**src/rtl/clk_div_multi.sv**
```systemverilog
// Multi-channel programmable clock-enable divider: per-channel modulo-N counter with a
// registered square wave of programmable high time and a period-start tick.
module clk_div_multi #(
  parameter int unsigned WIDTH        = 10,
  parameter int unsigned NCH          = 2,
  parameter int unsigned CW           = 4,
  parameter int unsigned DEFAULT_DIV  = 1000,
  parameter int unsigned DEFAULT_HIGH = 500
) (
  input  logic             clock,
  input  logic             reset,
  input  logic             i_enable,
  input  logic             i_sync,
  input  logic             i_wr_en,
  input  logic [CW-1:0]    i_wr_ch,
  input  logic [WIDTH-1:0] i_wr_div,
  input  logic [WIDTH-1:0] i_wr_high,
  output logic             o_wr_err,
  output logic [NCH-1:0]   o_clk_out,
  output logic [NCH-1:0]   o_tick
);

  localparam logic [WIDTH-1:0] DefDiv  = WIDTH'(DEFAULT_DIV);
  localparam logic [WIDTH-1:0] DefHigh = WIDTH'(DEFAULT_HIGH);
  localparam logic             DefClk  = (DEFAULT_HIGH == DEFAULT_DIV);

  logic             w_wr_bad;
  logic             w_wr_ok;
  logic [WIDTH-1:0] w_wr_high_clip;
  logic             r_wr_err;

  assign w_wr_bad       = (i_wr_div == '0) || (32'(i_wr_ch) >= NCH);
  assign w_wr_ok        = i_wr_en && !w_wr_bad;
  assign w_wr_high_clip = (i_wr_high > i_wr_div) ? i_wr_div : i_wr_high;

  always_ff @(posedge clock or negedge reset) begin
    if (!reset) begin
      r_wr_err <= 1'b0;
    end else begin
      r_wr_err <= i_wr_en && w_wr_bad;
    end
  end

  assign o_wr_err = r_wr_err;

  for (genvar ch = 0; ch < NCH; ch++) begin : g_ch
    logic [WIDTH-1:0] r_cnt;
    logic [WIDTH-1:0] r_act_div;
    logic [WIDTH-1:0] r_act_high;
    logic [WIDTH-1:0] r_sh_div;
    logic [WIDTH-1:0] r_sh_high;
    logic             r_clk_out;
    logic             r_tick;

    logic [WIDTH-1:0] w_cnt_d;
    logic [WIDTH-1:0] w_act_div_d;
    logic [WIDTH-1:0] w_act_high_d;
    logic             w_tick_d;
    logic             w_clk_d;
    logic             w_wrap;
    logic             w_sel;

    assign w_sel = w_wr_ok && (i_wr_ch == CW'(ch));

    always_comb begin
      w_cnt_d      = r_cnt;
      w_act_div_d  = r_act_div;
      w_act_high_d = r_act_high;
      w_tick_d     = 1'b0;
      w_wrap       = (r_cnt == (r_act_div - WIDTH'(1)));
      if (i_sync) begin
        w_cnt_d      = '0;
        w_act_div_d  = r_sh_div;
        w_act_high_d = r_sh_high;
      end else if (i_enable) begin
        if (w_wrap) begin
          // Shadows are sampled before any same-cycle write lands.
          w_cnt_d      = '0;
          w_act_div_d  = r_sh_div;
          w_act_high_d = r_sh_high;
          w_tick_d     = 1'b1;
        end else begin
          w_cnt_d = r_cnt + WIDTH'(1);
        end
      end
      // act_high <= act_div always, so the subtraction cannot underflow.
      w_clk_d = (w_cnt_d >= (w_act_div_d - w_act_high_d));
    end

    always_ff @(posedge clock or negedge reset) begin
      if (!reset) begin
        r_cnt      <= '0;
        r_act_div  <= DefDiv;
        r_act_high <= DefHigh;
        r_sh_div   <= DefDiv;
        r_sh_high  <= DefHigh;
        r_clk_out  <= DefClk;
        r_tick     <= 1'b0;
      end else begin
        r_cnt      <= w_cnt_d;
        r_act_div  <= w_act_div_d;
        r_act_high <= w_act_high_d;
        r_clk_out  <= w_clk_d;
        r_tick     <= w_tick_d;
        if (w_sel) begin
          r_sh_div  <= i_wr_div;
          r_sh_high <= w_wr_high_clip;
        end
      end
    end

    assign o_clk_out[ch] = r_clk_out;
    assign o_tick[ch]    = r_tick;
  end

endmodule
```
**config.mk**
```make
export PLATFORM = sky130hd
export DESIGN_NAME = clk_div_multi
export DESIGN_NICKNAME = d
export VERILOG_FILES = /design/src/rtl/clk_div_multi.sv
export SDC_FILE = /design/constraint.sdc
export NUM_CORES = 1
export LEC_CHECK = 0
export CORE_ASPECT_RATIO = 0.5
export CORE_MARGIN = 2
export CORE_UTILIZATION = 28
export CTS_CLUSTER_DIAMETER = 60
export CTS_CLUSTER_SIZE = 28
export DETAILED_ROUTE_END_ITERATION = 8
export GPL_TIMING_DRIVEN = 1
export HOLD_SLACK_MARGIN = 0.08
export PLACE_DENSITY_LB_ADDON = 0.2
export REMOVE_ABC_BUFFERS = 1
export SLEW_MARGIN = 20
export SYNTH_ARGS = -nofsm -noshare
export SYNTH_HDL_FRONTEND = slang
export SYNTH_SLANG_ARGS = --single-unit
```
**constraint.sdc**
```tcl
create_clock -name clock -period 7.3 [get_ports clock]
set_input_delay 0.73 -clock clock [delete_from_list [all_inputs] [get_ports clock]]
set_output_delay 0.73 -clock clock [all_outputs]
set_load 0.01 [all_outputs]
```
# Word-level counts from Yosys, hierarchy flattened
# Index checks and enable logic that the tools add are counted.
[classes] n_addsub=6 order_cmp=4 eq_ne=3 n_mux=25 n_reduce_logical=8
[op_table] cell="$mux W10" n=19
[op_table] cell="$add A10 B1 Y10 const B" n=2
[op_table] cell="$eq A10 B10 Y1" n=2
[op_table] cell="$ge A10 B10 Y1" n=2
[op_table] cell="$sub A10 B1 Y10 const B" n=2
[op_table] cell="$sub A10 B10 Y10" n=2
[op_table] cell="$gt A10 B10 Y1" n=1
[op_table] cell="$logic_not A10 Y1" n=1
[op_table] cell="$mux W1" n=6
[op_table] cell="$eq A4 B1 Y1 const B" n=1
[op_table] cell="$ge A4 B2 Y1 const B" n=1
[op_table] cell="$logic_and A1 B1 Y1" n=4
[op_table] cell="$logic_not A4 Y1" n=1
[op_table] cell="$logic_not A1 Y1" n=1
[op_table] cell="$logic_or A1 B1 Y1" n=1
[word_totals] register_bits=105 output_inout_bits=5 elab_cells=61

# Logic depth before layout (Yosys ltp)
[depth] ltp_word=7 depth_mapped=26

# Worst setup path before layout
# Ideal clock, no wire load.
[synth_timing] path_kind="register to register" from="register g_ch[1].r_act_div[2]" to="register g_ch[1].r_clk_out" setup_ps=128 t_arrival_ps=4916 t_required_ps=7172 path_slack_ps=2256 path_stages_with_launch=24 path_buffers=2 period_less_slack_ps=5044 path_cell_list="dfrtp_1 > nor2_1 > nor4b_1 > nor3b_1 > xor2_1 > or3_1 > a2111oi_1 > or2_2 > buf_4 > buf_6 > mux2_2 > ha_1 > inv_1 > fa_1 > inv_1 > ha_1 > a21o_1 > a21o_1 > a21o_1 > a21o_1 > a21o_1 > a21o_1 > a21oi_1 > o21ai_0"
[synth_between] elab_chain_len=7
[synth_lines] item="start: declaration" line="48" source="logic [WIDTH-1:0] r_act_div;"
[synth_lines] item="start signal: assignment" line="93" source="r_act_div <= DefDiv;"
[synth_lines] item="start signal: assignment" line="101" source="r_act_div <= w_act_div_d;"
[synth_lines] item="$sub A10 B1 Y10" line="70" source="w_wrap = (r_cnt == (r_act_div - WIDTH'(1)));"
[synth_lines] item="$eq A10 B10 Y1" line="70"
[synth_lines] item="$mux W10" line="76" source="if (w_wrap) begin"
[synth_lines] item="$mux W10" line="75" source="end else if (i_enable) begin"
[synth_lines] item="$mux W10" line="71" source="if (i_sync) begin"
[synth_lines] item="named net g_ch[1].w_act_high_d[0]" line="57" source="logic [WIDTH-1:0] w_act_high_d;"
[synth_lines] item="$sub A10 B10 Y10" line="87" source="w_clk_d = (w_cnt_d >= (w_act_div_d - w_act_high_d));"
[synth_lines] item="$ge A10 B10 Y1" line="87"
[synth_lines] item="named net g_ch[1].w_clk_d" line="59" source="logic w_clk_d;"
[synth_lines] item="end signal: assignment" line="97" source="r_clk_out <= DefClk;"
[synth_lines] item="end signal: assignment" line="103" source="r_clk_out <= w_clk_d;"
[synth_lines] item="end: declaration" line="52" source="logic r_clk_out;"
# The timed path passes the listed nets, and every way through them passes these cells.
# A chain may end at the register's enable or synchronous reset.

# Worst setup path in the final report
# Same ends and word-level chain as after synthesis.

==> metrics.log <==
[metrics] run status: finished clean
[metrics] portion of the post-synthesis area used by sequential elements: 42.67%
[metrics] TritonRoute pass-1 iters: 4
[metrics] PortBufs: 33
[metrics] Vias: 4226
[metrics] final hold slack: 303.0 ps
[metrics] share of cells above drive strength 1: 17.28%
[metrics] Routed Wire Length: 13.98 mm
[metrics] final routed wire length divided by cell count: 14.74 µm
[metrics] Die Area: 23780 µm²
[metrics] clock sink count: 105
[metrics] Most used DFF post-synth: dfrtp_1
[metrics] number of standard cells in the final layout excluding fillers: 948
[metrics] required arrival time at the worst endpoint: 7530 ps
[metrics] clock buffer count from CTS: 9
[metrics] start point of the critical path: g_ch[1].r_act_div[2]
[metrics] pwr dens: 288.8 nW/µm²
[metrics] final RePlAce weighted congestion: 0.7857
[metrics] share of Yosys cell area claimed by the top area cell type: 22.65%
[metrics] depth of the worst register-to-register path: 21
[metrics] measured slew at the worst slew-check pin: 795.0 ps
[metrics] total setup violations reported at the end of the flow: 0
[metrics] floorplan die height: 110.1 µm
[metrics] gr ovfl total: 0
[metrics] data arrival time at the worst-slack endpoint: 6010 ps
[metrics] number of rows in the core area: 38
[metrics] timing endpoint of the critical path: g_ch[1].r_clk_out
[metrics] clock insertion delay at the later pin of the skew report: 350 ps
[metrics] number of warning messages in the yosys log: 0
[metrics] Synth Instances: 614
[metrics] number of global-route vias before repair: 4308
[metrics] final hold vios: 0
[metrics] RSZ-0062 raised after global routing: false
[metrics] initial cell density of the core: 28.80%
[metrics] internal reg-to-reg setup slack: 1530 ps
[metrics] drt via density: 4.458
[metrics] Max Fanout on Critical Path: 13
[metrics] Worst IR Drop VDD: 0.1101 mV
[metrics] buffer count from post-CTS setup fixing: 0
[metrics] largest cells by area after synthesis: dfrtp_1, dfstp_2, ha_1, mux2_2, xor2_1
[metrics] post-layout net count: 725
[metrics] Setup Skew: 7.069 ps
[metrics] min cycle time layout: 5774 ps
[metrics] area of the mapped netlist: 6299 µm²
[metrics] number of antenna violations at the first check in global routing: 0
[metrics] class of the tightest hold or removal check: input pin to async pin
[metrics] synth-to-layout area growth: 14.96%
[metrics] RR Endpoint: g_ch[1].r_clk_out
[metrics] number of buffers added to fix hold violations after cts: 0
[metrics] root buffer selected by CTS: clkbuf_16
[metrics] number of DRC violations after detailed routing: 0
[metrics] clock transition at the register clock pins on the worst setup and hold paths after CTS: 70 ps
[metrics] Setup TNS Final: 0 ps
[metrics] initial DRC count: 216
[metrics] maximum number of pins on one net before global-route repair: 79
[metrics] Leakage: 0.003325 µW
[metrics] Post-synth ARST share: 100.0%
[metrics] Core Region: 21870 µm²
[metrics] detailed placement HPWL: 10.60 mm
[metrics] highest clock rate: 0.1732 GHz
[metrics] number of distinct library cells after synthesis: 52
[metrics] synthesized area per cell: 10.26 µm²
[metrics] first-pass GRT wire length: 23.15 mm
[metrics] Max Root-Sink Buffers: 2
[metrics] All-Layer GR Usage: 12.62%
[metrics] die outline width: 216.1 µm
[metrics] Slew Limit Headroom: 45.63%
[metrics] cell count after placement: 932
[metrics] H-tree level count: 3
[metrics] startpoint of the worst register-to-register path: g_ch[1].r_act_div[2]
[metrics] worst setup path category: register to register
[metrics] total count of max-transition violations in the final report: 0
[metrics] Diodes inserted: 0
[metrics] TritonCTS clock tree: done
[metrics] number of enable flip-flop cells after synthesis: 0
[metrics] startpoint types: register
[metrics] post-cts sizing count: 0
[metrics] crit end category: register
[metrics] max-cap violation count: 0
[metrics] list of most frequent post-synthesis cells: dfrtp_1, ha_1, dfstp_2, nand2_1, inv_1
[metrics] share of the clock period used by the worst path after layout: 79.10%
[metrics] DRT antenna net count: 0
[metrics] cell with the most instances after synthesis: dfrtp_1
[metrics] Synth area leader: dfrtp_1
[metrics] count of pins on the block boundary: 34
[metrics] synthesis-stage register bit count: 105
cells in the final DEF (no fill, tap or decap), types with 5 or more instances in the layout:
cell type / synthesis / layout
mux2_2: 34 / 34
mux2i_1: 26 / 26
nand2b_1: 7 / 7
nor2_1: 41 / 40
and3_1: 5 / 5
nor3_1: 5 / 5
dfrtp_1: 57 / 57
xor2_1: 36 / 36
nand4_1: 12 / 12
inv_1: 46 / 46
clkbuf_16: 0 / 9
dfstp_2: 48 / 48
xnor2_1: 26 / 26
nand2_1: 47 / 47
buf_4: 7 / 8
o21ai_0: 36 / 36
clkdlybuf4s50_1: 0 / 32
ha_1: 51 / 51
a21oi_1: 30 / 30
a21o_1: 18 / 18
nand3_1: 8 / 8
kinds of logic (layout without fill, tap and decap cells):
kind of cell | after synthesis | after routing | synth area share (%)
multiplexers | 60 | 60 | 10.21
AO/OA/AOI/OAI | 112 | 112 | 11.22
adder cells (fa/ha/maj) | 55 | 55 | 11.08
flip-flops | 105 | 105 | 42.67
XOR/XNOR | 62 | 62 | 8.621
AND/OR/NAND/NOR | 151 | 151 | 11.50
buffers and inverters | 69 | 103 | 4.688
stage by stage:
stage	worst slack, ps	utilization (%)	area [µm²]	power, µW
floorplan	1964	-	6176	1408
global placement	1577	31.74	6942	1604
detailed placement	1512	31.74	6942	1614
CTS	1496	33.09	7237	2123
global route	1100	33.11	7241	2269
finish	1526	33.11	7241	2091
flip-flops by register name, indices dropped and copies added, names as in the netlist, named ones only:
signal,count
g_ch.r_cnt,20
g_ch.r_tick,2
g_ch.r_act_div,19
o_wr_err,1
g_ch.r_clk_out,2
g_ch.r_sh_high,20
g_ch.r_sh_div,20
g_ch.r_act_high,20
power breakdown:
group	total, µW	internal [µW]	switching, µW
clock network	495	275	220
registers	833	743	89.7
logic	764	364	400
total	2090	1380	709
worst max-delay path, cell delays in order (launching register included):
cell and delay (ps):
dfrtp_1 440, nor2_1 190, nor4b_1 410, nor3b_1 360, xor2_1 140, or3_1 360, a2111oi_1 680, or2_2 430
mux2_2 390, ha_1 200, inv_1 70, fa_1 410, inv_1 80, ha_1 220, a21o_1 160, a21o_1 170
a21o_1 180, a21o_1 170, a21o_1 170, a21o_1 170, a21oi_1 150, o21ai_0 100
cell type report:
class | count | area (µm²)
fillers | 2272 | 14630
multi-input cells | 440 | 3318
flip-flops and latches | 105 | 2688
repair buffers | 41 | 391.6
well taps | 300 | 375.4
clock buffers | 11 | 242.7
inverters | 46 | 172.7
clock inverters | 5 | 52.55
worst min-delay path by stage:
stage	slack, ps	endpoint	depth (start not counted)
2_1_floorplan	430	g_ch[0].r_act_div[0]	0
3_3_place_gp	470	g_ch[1].r_sh_div[3]	2
3_5_place_dp	470	g_ch[1].r_sh_div[3]	2
4_1_cts	300	g_ch[0].r_sh_high[3]	1
5_1_grt	310	g_ch[0].r_sh_high[3]	1
6_report	300	g_ch[0].r_sh_high[3]	1
per-layer routing:
metal,wire length (µm),track usage (%),vias to the layer above
met3,303,2.963,8
li1,-,-,2173
met5,0,0,-
met4,119,2.642,0
met1,7285,17.19,2016
met2,6270,20.60,29
Power figures use the tool's default switching activity.
